===== config.mk =====
export PLATFORM = sky130hd
export DESIGN_NAME = servant_mux_n
export DESIGN_NICKNAME = d
export VERILOG_FILES = /design/src/rtl/servant_mux_pkg.sv /design/src/rtl/servant_mux_wdt.sv /design/src/rtl/servant_mux_n.sv
export SDC_FILE = /design/constraint.sdc
export NUM_CORES = 1
export LEC_CHECK = 0
export ABC_AREA = 1
export BUFFER_PORTS_ARGS = -buffer_cell sky130_fd_sc_hd__buf_2
export CAP_MARGIN = 40
export CORE_MARGIN = 2
export CORE_UTILIZATION = 44
export CTS_CLUSTER_DIAMETER = 60
export DETAILED_ROUTE_END_ITERATION = 10
export PLACE_DENSITY_LB_ADDON = 0.15
export SLEW_MARGIN = 20
export SYNTH_ARGS = -nofsm -noshare
export SYNTH_HDL_FRONTEND = slang
export SYNTH_HIERARCHICAL = 1
export SYNTH_SLANG_ARGS = --single-unit

===== constraint.sdc =====
create_clock -name i_clk -period 1.8 [get_ports i_clk]
set_clock_uncertainty 0.2 [all_clocks]
set_input_delay 0.18 -clock i_clk [delete_from_list [all_inputs] [get_ports i_clk]]
set_output_delay 0.18 -clock i_clk [all_outputs]
set_load 0.03 [all_outputs]

===== src/rtl/servant_mux_pkg.sv =====
// servant_mux_pkg
// Shared definitions for the servant data-bus interconnect (servant_mux_n).
//   state_t     : FSM state encoding (IDLE=0, BUSY=1, RESP=2)
//   MAX_SLAVES  : upper bound on the number of targets
//   SLICE_W     : width of one slave read-data slice
package servant_mux_pkg;

    typedef enum logic [1:0] {
        IDLE = 2'd0,
        BUSY = 2'd1,
        RESP = 2'd2
    } state_t;

    localparam int MAX_SLAVES = 16;
    localparam int SLICE_W    = 32;

endpackage


===== src/rtl/servant_mux_wdt.sv =====
// servant_mux_wdt
// Hang watchdog for servant_mux_n. The whole module exists only when the
// macro SERVANT_MUX_TIMEOUT_EN is defined, matching the single instance in
// the top, so a default build carries no dangling module.
// Ports:
//   i_clk      in   system clock
//   i_rst      in   synchronous active-high reset
//   i_clr      in   clear counter to zero (held while no slave access is pending)
//   i_en       in   count one cycle (slave access pending)
//   o_expired  out  high in the TIMEOUT-th consecutive enabled cycle
`ifdef SERVANT_MUX_TIMEOUT_EN
module servant_mux_wdt #(
    parameter int TIMEOUT = 255
) (
    input  logic i_clk,
    input  logic i_rst,
    input  logic i_clr,
    input  logic i_en,
    output logic o_expired
);

    localparam int CW = $clog2(TIMEOUT + 1);

    logic [CW-1:0] count;

    always_ff @(posedge i_clk) begin
        if (i_rst || i_clr) begin
            count <= '0;
        end else if (i_en) begin
            count <= count + CW'(1);
        end
    end

    // Count holds the number of enabled cycles already elapsed, so the
    // TIMEOUT-th enabled cycle is the one where it equals TIMEOUT-1. The
    // owner leaves the enabled state on expiry, so the counter never wraps.
    assign o_expired = i_en && (count == CW'(TIMEOUT - 1));

endmodule
`endif


===== src/rtl/servant_mux_n.sv =====
// servant_mux_n
// Wishbone-classic data-bus fan-out: one CPU dbus master to NUM_SLAVES
// targets selected by the top SEL_BITS address bits. Slave-side request
// signals and the CPU response are all registered. Unmapped indices are
// acknowledged immediately (writes dropped, reads return zero).
// Optional feature: define SERVANT_MUX_TIMEOUT_EN to add a watchdog that
// forces a response carrying ERR_RDT after TIMEOUT cycles without a slave ack.
// Ports:
//   i_clk, i_rst                 clock, synchronous active-high reset
//   i_wb_cpu_adr/dat/sel/we/cyc  master request
//   o_wb_cpu_rdt, o_wb_cpu_ack   master response (ack is a one-cycle pulse)
//   o_wb_s_adr/dat/sel/we        registered request shared by all slaves
//   o_wb_s_cyc                   one-hot slave strobe
//   i_wb_s_rdt, i_wb_s_ack       slave responses, slave k at rdt[32k+31:32k]
module servant_mux_n
    import servant_mux_pkg::*;
#(
    parameter int          NUM_SLAVES = 3,
    parameter int          SEL_BITS   = 2,
    parameter int          TIMEOUT    = 255,
    parameter logic [31:0] ERR_RDT    = 32'hDEADBEEF
) (
    input  logic                          i_clk,
    input  logic                          i_rst,
    input  logic [31:0]                   i_wb_cpu_adr,
    input  logic [31:0]                   i_wb_cpu_dat,
    input  logic [3:0]                    i_wb_cpu_sel,
    input  logic                          i_wb_cpu_we,
    input  logic                          i_wb_cpu_cyc,
    output logic [31:0]                   o_wb_cpu_rdt,
    output logic                          o_wb_cpu_ack,
    output logic [31:0]                   o_wb_s_adr,
    output logic [31:0]                   o_wb_s_dat,
    output logic [3:0]                    o_wb_s_sel,
    output logic                          o_wb_s_we,
    output logic [NUM_SLAVES-1:0]         o_wb_s_cyc,
    input  logic [SLICE_W*NUM_SLAVES-1:0] i_wb_s_rdt,
    input  logic [NUM_SLAVES-1:0]         i_wb_s_ack
);

    state_t state;

    // Address decode (combinational, consumed only in IDLE)
    logic [SEL_BITS-1:0]   idx;
    logic                  mapped;
    logic [NUM_SLAVES-1:0] dec;

    assign idx    = i_wb_cpu_adr[31 -: SEL_BITS];
    assign mapped = (int'(idx) < NUM_SLAVES);

    always_comb begin
        dec = '0;
        for (int k = 0; k < NUM_SLAVES; k++) begin
            dec[k] = (int'(idx) == k);
        end
    end

    // Response select: the registered one-hot strobe doubles as the mux
    // select, so acks and data from non-selected slaves are masked out.
    logic [SLICE_W-1:0] rdt_mux;
    logic               ack_hit;

    always_comb begin
        rdt_mux = '0;
        for (int k = 0; k < NUM_SLAVES; k++) begin
            if (o_wb_s_cyc[k]) begin
                rdt_mux = rdt_mux | i_wb_s_rdt[SLICE_W*k +: SLICE_W];
            end
        end
        ack_hit = |(i_wb_s_ack & o_wb_s_cyc);
    end

`ifdef SERVANT_MUX_TIMEOUT_EN
    logic expired;

    servant_mux_wdt #(
        .TIMEOUT (TIMEOUT)
    ) u_wdt (
        .i_clk     (i_clk),
        .i_rst     (i_rst),
        .i_clr     (state != BUSY),
        .i_en      (state == BUSY),
        .o_expired (expired)
    );
`else
    // Timeout parameters have no function without the watchdog.
    logic [31:0] unused_cfg;
    assign unused_cfg = ERR_RDT ^ 32'(TIMEOUT);
`endif

    // Control FSM with registered slave request and CPU response
    always_ff @(posedge i_clk) begin
        if (i_rst) begin
            state        <= IDLE;
            o_wb_s_cyc   <= '0;
            o_wb_cpu_ack <= 1'b0;
            o_wb_cpu_rdt <= '0;
            o_wb_s_adr   <= '0;
            o_wb_s_dat   <= '0;
            o_wb_s_sel   <= '0;
            o_wb_s_we    <= 1'b0;
        end else begin
            o_wb_cpu_ack <= 1'b0;
            case (state)
                IDLE: begin
                    if (i_wb_cpu_cyc) begin
                        if (mapped) begin
                            o_wb_s_adr <= i_wb_cpu_adr;
                            o_wb_s_dat <= i_wb_cpu_dat;
                            o_wb_s_sel <= i_wb_cpu_sel;
                            o_wb_s_we  <= i_wb_cpu_we;
                            o_wb_s_cyc <= dec;
                            state      <= BUSY;
                        end else begin
                            // Unmapped: answer at once without touching any slave.
                            o_wb_cpu_rdt <= '0;
                            o_wb_cpu_ack <= 1'b1;
                            state        <= RESP;
                        end
                    end
                end
                BUSY: begin
                    if (!i_wb_cpu_cyc) begin
                        // Master abandoned the access: release the slave, no ack.
                        o_wb_s_cyc <= '0;
                        state      <= IDLE;
                    end else if (ack_hit) begin
                        // A real ack takes priority over a simultaneous timeout.
                        o_wb_cpu_rdt <= rdt_mux;
                        o_wb_cpu_ack <= 1'b1;
                        o_wb_s_cyc   <= '0;
                        state        <= RESP;
`ifdef SERVANT_MUX_TIMEOUT_EN
                    end else if (expired) begin
                        o_wb_cpu_rdt <= ERR_RDT;
                        o_wb_cpu_ack <= 1'b1;
                        o_wb_s_cyc   <= '0;
                        state        <= RESP;
`endif
                    end
                end
                RESP: begin
                    // Ack is visible this cycle; the request is ignored until IDLE.
                    state <= IDLE;
                end
                default: begin
                    o_wb_s_cyc <= '0;
                    state      <= IDLE;
                end
            endcase
        end
    end

endmodule


Word level (Yosys, flattened, before mapping). Cells that the tools add are included.

Register bits: 107. Bits of input ports: 171. Output and inout port bits: 105. Logic and storage cells: 54.

Magnitude comparators: 1. Eq/ne operators: 10. Multiplexer cells: 23. Bitwise logic cells: 4. Reduce and logical (&&, ||, !) cells: 8.

Operators by type and width (number): $mux 32 (7); $or 32x32->32 (2); $pmux 32 s2 (1); $mux 3 (4); $ne 2x2->1 const B (5); $pmux 3 s3 (1); $mux 2 (4); $eq 2x2->1 const B (3); $reduce_and 5->1 (1); $logic_not 2->1 (2); $mux 1 (4); $pmux 2 s2 (1); $reduce_and 4->1 (1); $and 3x3->3 (1); $ne 3x3->1 const B (1); $reduce_and 3->1 (1); $reduce_or 3->1 (1); $eq 2x1->1 const B (1); $lt 2x2->1 const B (1); $pmux 1 s2 (1); $reduce_and 2->1 (1); $reduce_bool 2->1 (1); $not 1->1 (1).

Longest topological paths before layout. Gate-level depths: netlist (run 1).

Depth after elaboration: 8. Gate-level depth with buffers: 10. Gate-level depth less buffers: 8.

Worst setup path after synthesis (run 1). No wires, ideal clock.

Kind: flip-flop to flip-flop. Start point: reg o_wb_s_cyc[1]. End point: reg o_wb_cpu_rdt[0]. Setup time: 0.064 ns. Arrival time: 1.396 ns. Data required time: 1.536 ns. Setup slack: 0.140 ns. Cell stages (with the launch flop): 11. Path buffers: 2. Clock period less this slack: 1.660 ns. Cell sequence: dfxtp_1 buf_2 nand2_1 nand2_1 nor2_1 nand2_1 nand2_1 inv_2 buf_6 nor2_1 nor2_1.

Word-level cells in the longest chain between the ends: 6. Elaborated cells on any way between the ends: 10. Classes of those cells: eq/ne (1); mux (5); bitwise (2); reduce/logical (2).

Ends and longest elaborated chain: start: declaration (RTL line servant_mux_n.sv:36) `output logic [NUM_SLAVES-1:0] o_wb_s_cyc,`; start signal: assignment (RTL line servant_mux_n.sv:95) `o_wb_s_cyc <= '0;`; start signal: assignment (RTL line servant_mux_n.sv:112) `o_wb_s_cyc <= dec;`; start signal: assignment (RTL line servant_mux_n.sv:125) `o_wb_s_cyc <= '0;`; $mux 32 (RTL line servant_mux_n.sv:66) `if (o_wb_s_cyc[k]) begin`; $or 32x32->32 (RTL line servant_mux_n.sv:67) `rdt_mux = rdt_mux | i_wb_s_rdt[SLICE_W*k +: SLICE_W];`; $mux 32 (RTL line servant_mux_n.sv:66); $mux 32 (RTL line servant_mux_n.sv:127) `end else if (ack_hit) begin`; $mux 32 (RTL line servant_mux_n.sv:123) `if (!i_wb_cpu_cyc) begin`; $pmux 32 s2 (RTL line servant_mux_n.sv:104) `case (state)`; end signal: assignment (RTL line servant_mux_n.sv:129) `o_wb_cpu_rdt <= rdt_mux;`; end: declaration (RTL line servant_mux_n.sv:30) `output logic [31:0] o_wb_cpu_rdt,`.

Parallel ways exist; a longest one is shown, timed or not. The select of a mux whose other input is x is not followed. A chain may end at the register's enable or synchronous reset.

Worst setup path after layout (run 1).
Start point: in i_wb_cpu_adr[30]. End point: reg o_wb_s_dat[10].

Word-level cells in the longest chain between the ends: 2.

Ends and longest elaborated chain: start: declaration (RTL line servant_mux_n.sv:25) `input logic [31:0] i_wb_cpu_adr,`; $lt 2x2->1 (RTL line servant_mux_n.sv:49) `assign mapped = (int'(idx) < NUM_SLAVES);`; $reduce_and 3->1 (no source line); end signal: assignment (RTL line servant_mux_n.sv:109) `o_wb_s_dat <= i_wb_cpu_dat;`; end: declaration (RTL line servant_mux_n.sv:33) `output logic [31:0] o_wb_s_dat,`.

Every way passes these cells.

==> results.py, run 1 <==
metrics = {
    "cts": {
        "clkLatencyLatePin_ns": 0.35,
        "clk_path_buf_depth": 2,
        "cts-root-buf": "clkbuf_8",
        "cts_made_buffers": 9,
        "cts_max_level": 3,
        "cts_setup_buffers": 0,
        "cts.sinks": 107,
        "cts.reportedPaths.clkPinSlew_ns": 0.11,
        "cts_tree": "yes",
        "cts.repair.resized": 0,
    },
    "final_layout": {
        "final_cell_count_no_fill": 1172,
        "synthToLayoutAreaGrowth_pct": 52.1,
        "seqCellArea_sq_um": 2140,
        "num-fill-cells": 928,
        "final_common_cell": "buf_2",
        "n_antenna_cell": 0,
        "nNetsFinal": 1202,
        "multi_input_area_sq_um": 2200,
        "drive_above_1_share": 0.306,
        "final_cell_mix": "buf_2 (275), nor2_1 (205), nand2_1 (183), dfxtp_1 (107), dlygate4sd3_1 (70)",
    },
    "global_route": {
        "grt_max_degree": 58,
        "antenna_found_initial": 0,
        "grt_pass1_wl_mm": 25.0,
        "grt_pass1_vias": 5358,
        "grt-ovfl-total": 0,
        "grtUsageTotal": 0.270,
    },
    "worst_setup_path": {
        "worst_path_max_delay_cell": "dlygate4sd3_1",
        "slowest_delay_ns": 0.56,
        "timing.rr.start": "state[1]",
        "crit_fanout": 57,
        "crit_type": "input pin to register",
        "worstPathRequired_ns": 1.88,
        "crit_path_end": "o_wb_s_dat[10]",
        "crit_top_cell": "nand2_1",
        "endpoint_kind": "register",
        "regToRegEndpoint": "o_wb_s_dat[10]",
        "crit_path_start_kind": "input pin",
        "crit_cells": 8,
        "reg2reg_slack_ns": 0.21,
        "arrival_ns": 1.82,
        "worst_r2r_path_depth": 6,
        "cp_cell_sequence": "dlygate4sd3_1 > buf_2 > nand2_1 > nand2_1 > nor2_4 > buf_12 > o21ai_0 > nor2_1",
        "path_delay_family": "buffers and inverters",
        "startpoint": "i_wb_cpu_adr[30]",
        "crit_buf_inv": 3,
    },
    "detailed_routing": {
        "drtPass1Iterations": 5,
        "drtIter0Drc": 277,
        "routedWlPerCell_microns": 13.3,
        "vias_per_cell": 4.83,
        "antenna_left": 0,
        "vias": 5656,
        "drc": 0,
        "wl_mm": 15.6,
    },
    "yosys": {
        "synthDistinctLibCells": 17,
        "synth_area_leaders": "dfxtp_1 (46%), nor2_1 (17%), nand2_1 (15%)",
        "synth.cell_area_sq_um": 4650,
        "synth-seq-cells": 107,
        "synth-compound-area-share": 0.0772,
        "synth-simple-area-share": 0.397,
        "avgSynthCellArea_sq_um": 6.60,
        "synth_top_family_by_area": "simple AND/OR/NAND/NOR gates",
        "synth_mux_area_frac": 0,
        "synth_top_area_cell": "dfxtp_1",
        "yosysSeqAreaShare": 0.461,
        "synth_fa_ha_area_frac": 0,
        "syn-instance-count": 704,
        "synth_top_area_frac": 0.461,
        "ys_warn_count": 6,
        "synth_xor_area_frac": 0,
        "synth_nets": 875,
    },
    "floorplanning": {
        "die_area_sq_um": 11400,
        "core_sq_um": 10300,
        "die_x_microns": 107,
        "start_util": 0.452,
        "io_pins": 276,
        "chipHeight_microns": 107,
        "rows": 37,
    },
    "timing": {
        "relSlewSlack": 0.725,
        "worst_pin_slew_ns": 0.412,
        "period_needed_ns": 1.73,
        "min_period_over_period": 0.963,
        "hold_violations": 0,
        "rsz0062_at_grt": "yes",
        "setup_viol": 0,
        "layout_setup_ws_ns": 0.0667,
        "maxClockFrequency_mhz": 577,
        "drv_slew": 0,
        "tns_ns": 0,
    },
    "job": {
        "drv_cap": 0,
    },
    "worst_hold_path": {
        "min_path_type": "input pin to register",
    },
    "placement": {
        "numPlacedInstances": 1086,
        "gp_congestion": 0.812,
        "port_buffers": 275,
        "pre_cts_ws_ns": 0.236,
        "hpwl_mm": 9.96,
    },
    "run_status": {
        "run_status": "finished clean",
    },
    "pwr": {
        "p_leak_nw": 3.70,
        "powerDensity_nw_per_um2": 850,
        "ir_drop_mv": 0.479,
    },
}
==> synth_stat cells (all sizes together) <==
library cell / number
o21ai: 67
clkbuf: 20
inv: 15
buf: 29
nand4: 3
nor2: 208
nand2: 183
nand3: 68
a21oi: 4
dfxtp: 107
==> worst min-delay path, stage by stage <==
cell	delay [ns]
buf_2	0.07
nand2_1	0.04
nand3_1	0.05
nand2_1	0.04
nand3_1	0.07
nand2_1	0.05
nor2_1	0.08
==> layer usage <==
metal / up-vias / track usage / share of wire
met4: 0 / 0.112 / 0.027
li1: 2857 / - / -
met2: 235 / 0.470 / 0.49
met3: 36 / 0.0596 / 0.080
met1: 2528 / 0.320 / 0.40
met5: - / 0 / 0
==> through the flow <==
stage          hold WS, ns   util  total power [mW]  instance area [sq um]
2_1_floorplan       0.0491      -              3.90                   4650
3_3_place_gp         0.201  0.602              4.51                   6190
3_5_place_dp         0.208  0.602              4.52                   6190
4_1_cts             0.0427  0.688              6.03                   7070
5_1_grt             0.0895  0.688              6.35                   7070
6_report            0.0594  0.688              6.01                   7070
==> final cells by class <==
class,instances,area share
clock inverter,6,0.00796
multi-input combinational,533,0.312
timing repair buffer,365,0.327
tap,136,0.0241
inverter,15,0.00796
sequential,107,0.303
clock buffer,10,0.0180
==> flip-flops by register name, summed over array words and instances, names as in the netlist <==
register      count
o_wb_cpu_rdt     32
o_wb_s_adr       32
o_wb_s_dat       32
o_wb_s_sel        4
o_wb_s_cyc        3
state             2
o_wb_cpu_ack      1
o_wb_s_we         1
==> worst min-delay path by stage <==
stage | start | end | slack, ns | depth (start not counted)
finish | i_wb_s_rdt[25] | o_wb_cpu_rdt[25] | 0.06 | 7
global placement | i_wb_cpu_dat[23] | o_wb_s_dat[23] | 0.20 | 3
global route | i_wb_s_rdt[26] | o_wb_cpu_rdt[26] | 0.09 | 7
floorplan | i_rst | o_wb_s_adr[30] | 0.05 | 1
CTS | i_wb_s_rdt[25] | o_wb_cpu_rdt[25] | 0.04 | 7
detailed placement | i_wb_cpu_dat[14] | o_wb_s_dat[14] | 0.21 | 3
==> where the power goes <==
group / switching [mW] / leakage (nW) / total (mW) / internal (mW)
Combinational: 1.21 / 2.72 / 1.91 / 0.698
Clock: 0.861 / 0.0909 / 1.40 / 0.535
Sequential: 0.110 / 0.882 / 2.70 / 2.59
==> cell families after synthesis <==
logic type / after synthesis
buffers and inverters: 64
DFF: 107
AOI/OAI and AO/OA: 71
and+or+nand+nor: 462
==> timing repair <==
action / in CTS / in global routing
endpoints found under the hold margin: 72 / 0
endpoints found under the setup margin: 0 / 16
hold buffers: 70 / 0
(Power assumes the default switching activity.)
==> run 2: changes to the inputs <==
Settings changed: CELL_PAD_IN_SITES_DETAIL_PLACEMENT set to 0, CELL_PAD_IN_SITES_GLOBAL_PLACEMENT set to 1, CORE_UTILIZATION 44 to 28, CTS_CLUSTER_DIAMETER 60 to 150.
==> run 2 against run 1 <==
Compared with the run above: hold slack better by 0.019 ns; total power up 11%; via count down 3.4%; wire length up 5.6%; die area up 55%; clock power up 51%; maximum frequency up 2.2%; global-route usage down 8.6 points; utilization down 25 points; critical path type is now register to output port.
==> results.py, run 2 (same netlist as run 1, synthesis figures left out) <==
metrics = {
    "final_layout": {
        "nNetsFinal": 1196,
        "n_antenna_cell": 0,
        "final_cell_mix": "buf_2 (275), nor2_1 (205), nand2_1 (183), dfxtp_1 (107), dlygate4sd3_1 (70)",
        "postLayoutCoreUtil": 0.442,
        "synthToLayoutAreaGrowth_pct": 55.9,
        "num-fill-cells": 1723,
        "top_regs": "o_wb_cpu_rdt: 32 flops, o_wb_s_adr: 32 flops, o_wb_s_dat: 32 flops",
        "drive_above_1_share": 0.303,
        "multi_input_area_sq_um": 2200,
        "fin_area_sq_um": 7250,
        "final_cell_count_no_fill": 1250,
        "final_common_cell": "buf_2",
        "seqCellArea_sq_um": 2140,
    },
    "worst_setup_path": {
        "cp_cell_sequence": "buf_4 > buf_2",
        "worstPathRequired_ns": 1.42,
        "path_delay_family": "buffers and inverters",
        "endpoint_kind": "output port",
        "crit_buf_inv": 2,
        "reg2reg_slack_ns": 0.22,
        "startpoint": "o_wb_s_cyc[1]",
        "crit_path_start_kind": "register",
        "worst_r2r_path_depth": 7,
        "worst_path_max_delay_cell": "buf_4",
        "slowest_delay_ns": 0.36,
        "timing.rr.start": "state[1]",
        "crit_fanout": 34,
        "crit_type": "register to output port",
        "crit_cells": 2,
        "crit_path_end": "o_wb_s_cyc[1]",
        "arrival_ns": 1.32,
        "regToRegEndpoint": "o_wb_s_dat[0]",
    },
    "pwr": {
        "seq_power_share": 0.404,
        "p_leak_nw": 3.72,
        "p_int_mw": 4.42,
        "swShare": 0.340,
        "pwr-share-clk": 0.315,
        "ir_drop_mv": 0.648,
        "net-switching-power_mw": 2.28,
        "powerDensity_nw_per_um2": 924,
        "comb_power_share": 0.282,
    },
    "timing": {
        "tns_ns": 0,
        "hold_violations": 0,
        "period_needed_ns": 1.70,
        "relSlewSlack": 0.736,
        "worst_pin_slew_ns": 0.397,
        "rsz0062_at_grt": "no",
        "layout_setup_ws_ns": 0.103,
        "drv_slew": 0,
        "min_period_over_period": 0.943,
        "setup_viol": 0,
        "maxClockFrequency_mhz": 589,
    },
    "floorplanning": {
        "chipHeight_microns": 133,
        "io_pins": 276,
        "core_sq_um": 16400,
        "rows": 47,
        "die_area_sq_um": 17700,
        "die_x_microns": 133,
        "start_util": 0.283,
    },
    "cts": {
        "clk_path_buf_depth": 2,
        "cts_tree": "yes",
        "cts.sinks": 107,
        "clkLatencyLatePin_ns": 0.34,
        "cts.reportedPaths.clkPinSlew_ns": 0.07,
        "cts-root-buf": "clkbuf_16",
        "cts_max_level": 3,
        "cts_made_buffers": 9,
    },
    "placement": {
        "numPlacedInstances": 1164,
        "hpwl_mm": 11.0,
        "gp_congestion": 0.768,
        "port_buffers": 275,
        "pre_cts_ws_ns": 0.108,
        "dpl_cell_area_sq_um": 6220,
    },
    "global_route": {
        "grt_pass1_wl_mm": 26.3,
        "grtUsageTotal": 0.184,
        "grt_pass1_vias": 5407,
        "grt_max_degree": 60,
        "antenna_found_initial": 0,
        "grt-ovfl-total": 0,
    },
    "detailed_routing": {
        "wl_mm": 16.4,
        "drc": 0,
        "drtPass1Iterations": 4,
        "drtIter0Drc": 241,
        "antenna_left": 0,
        "vias": 5463,
        "routedWlPerCell_microns": 13.2,
        "vias_per_cell": 4.37,
    },
    "run_status": {
        "run_status": "finished clean",
    },
    "job": {
        "drv_cap": 0,
    },
    "worst_hold_path": {
        "min_path_type": "input pin to register",
    },
}
-- run 2: how the worst min path moves through the flow --
stage / start / end / cells after the start
2_1_floorplan: i_rst / o_wb_s_adr[30] / 1
3_3_place_gp: i_wb_cpu_dat[7] / o_wb_s_dat[7] / 3
3_5_place_dp: i_wb_cpu_sel[1] / o_wb_s_sel[1] / 3
4_1_cts: i_wb_cpu_cyc / state[1] / 5
5_1_grt: i_wb_cpu_adr[30] / o_wb_s_cyc[1] / 5
6_report: i_wb_cpu_adr[30] / o_wb_s_cyc[1] / 5
-- run 2: cell type report --
type | instances | share of cell area
Timing Repair Buffer | 359 | 0.310
Multi-Input combinational cell | 533 | 0.304
Sequential cell | 107 | 0.296
Tap cell | 220 | 0.0380
Clock buffer | 10 | 0.0330
Clock inverter | 6 | 0.0116
Inverter | 15 | 0.00811
-- run 2: worst min-delay path, cell delays in order --
cell and delay (ns):
buf_2 0.12, nand3_1 0.08, nand4_1 0.10, nand2_1 0.07
nor2_1 0.04
-- run 2: layer usage --
metal	share of wire	global-route usage	vias to the layer above	wire length [microns]
met4	0.018	0.0651	0	299
met2	0.46	0.309	185	7490
met5	0	0	-	0
met3	0.071	0.0460	19	1180
met1	0.45	0.228	2402	7480
li1	-	-	2857	-
-- run 2: per-stage QoR --
stage | hold WS [ns] | total power [mW]
after floorplan | 0.0491 | 3.90
after global placement | 0.202 | 4.55
after detailed placement | 0.205 | 4.54
after CTS | 0.0628 | 6.79
after global routing | 0.116 | 7.09
final | 0.0783 | 6.70
-- run 2: what timing repair did --
action / in CTS / in global routing
gates resized for setup: 0 / 2
setup buffers: 0 / 0
endpoints found under the hold margin: 72 / 0
hold buffers: 70 / 0
endpoints found under the setup margin: 0 / 32
-- run 2: power by group through the flow --
| stage | Clock, mW | Combinational [mW] | Sequential [mW] |
|---|---|---|---|
| after detailed placement | 0 | 1.79 | 2.75 |
| after global routing | 2.27 | 2.08 | 2.73 |
| after global placement | 0 | 1.79 | 2.76 |
| after CTS | 2.18 | 1.91 | 2.70 |
| after floorplan | 0 | 0.709 | 3.19 |
| final | 2.11 | 1.89 | 2.70 |
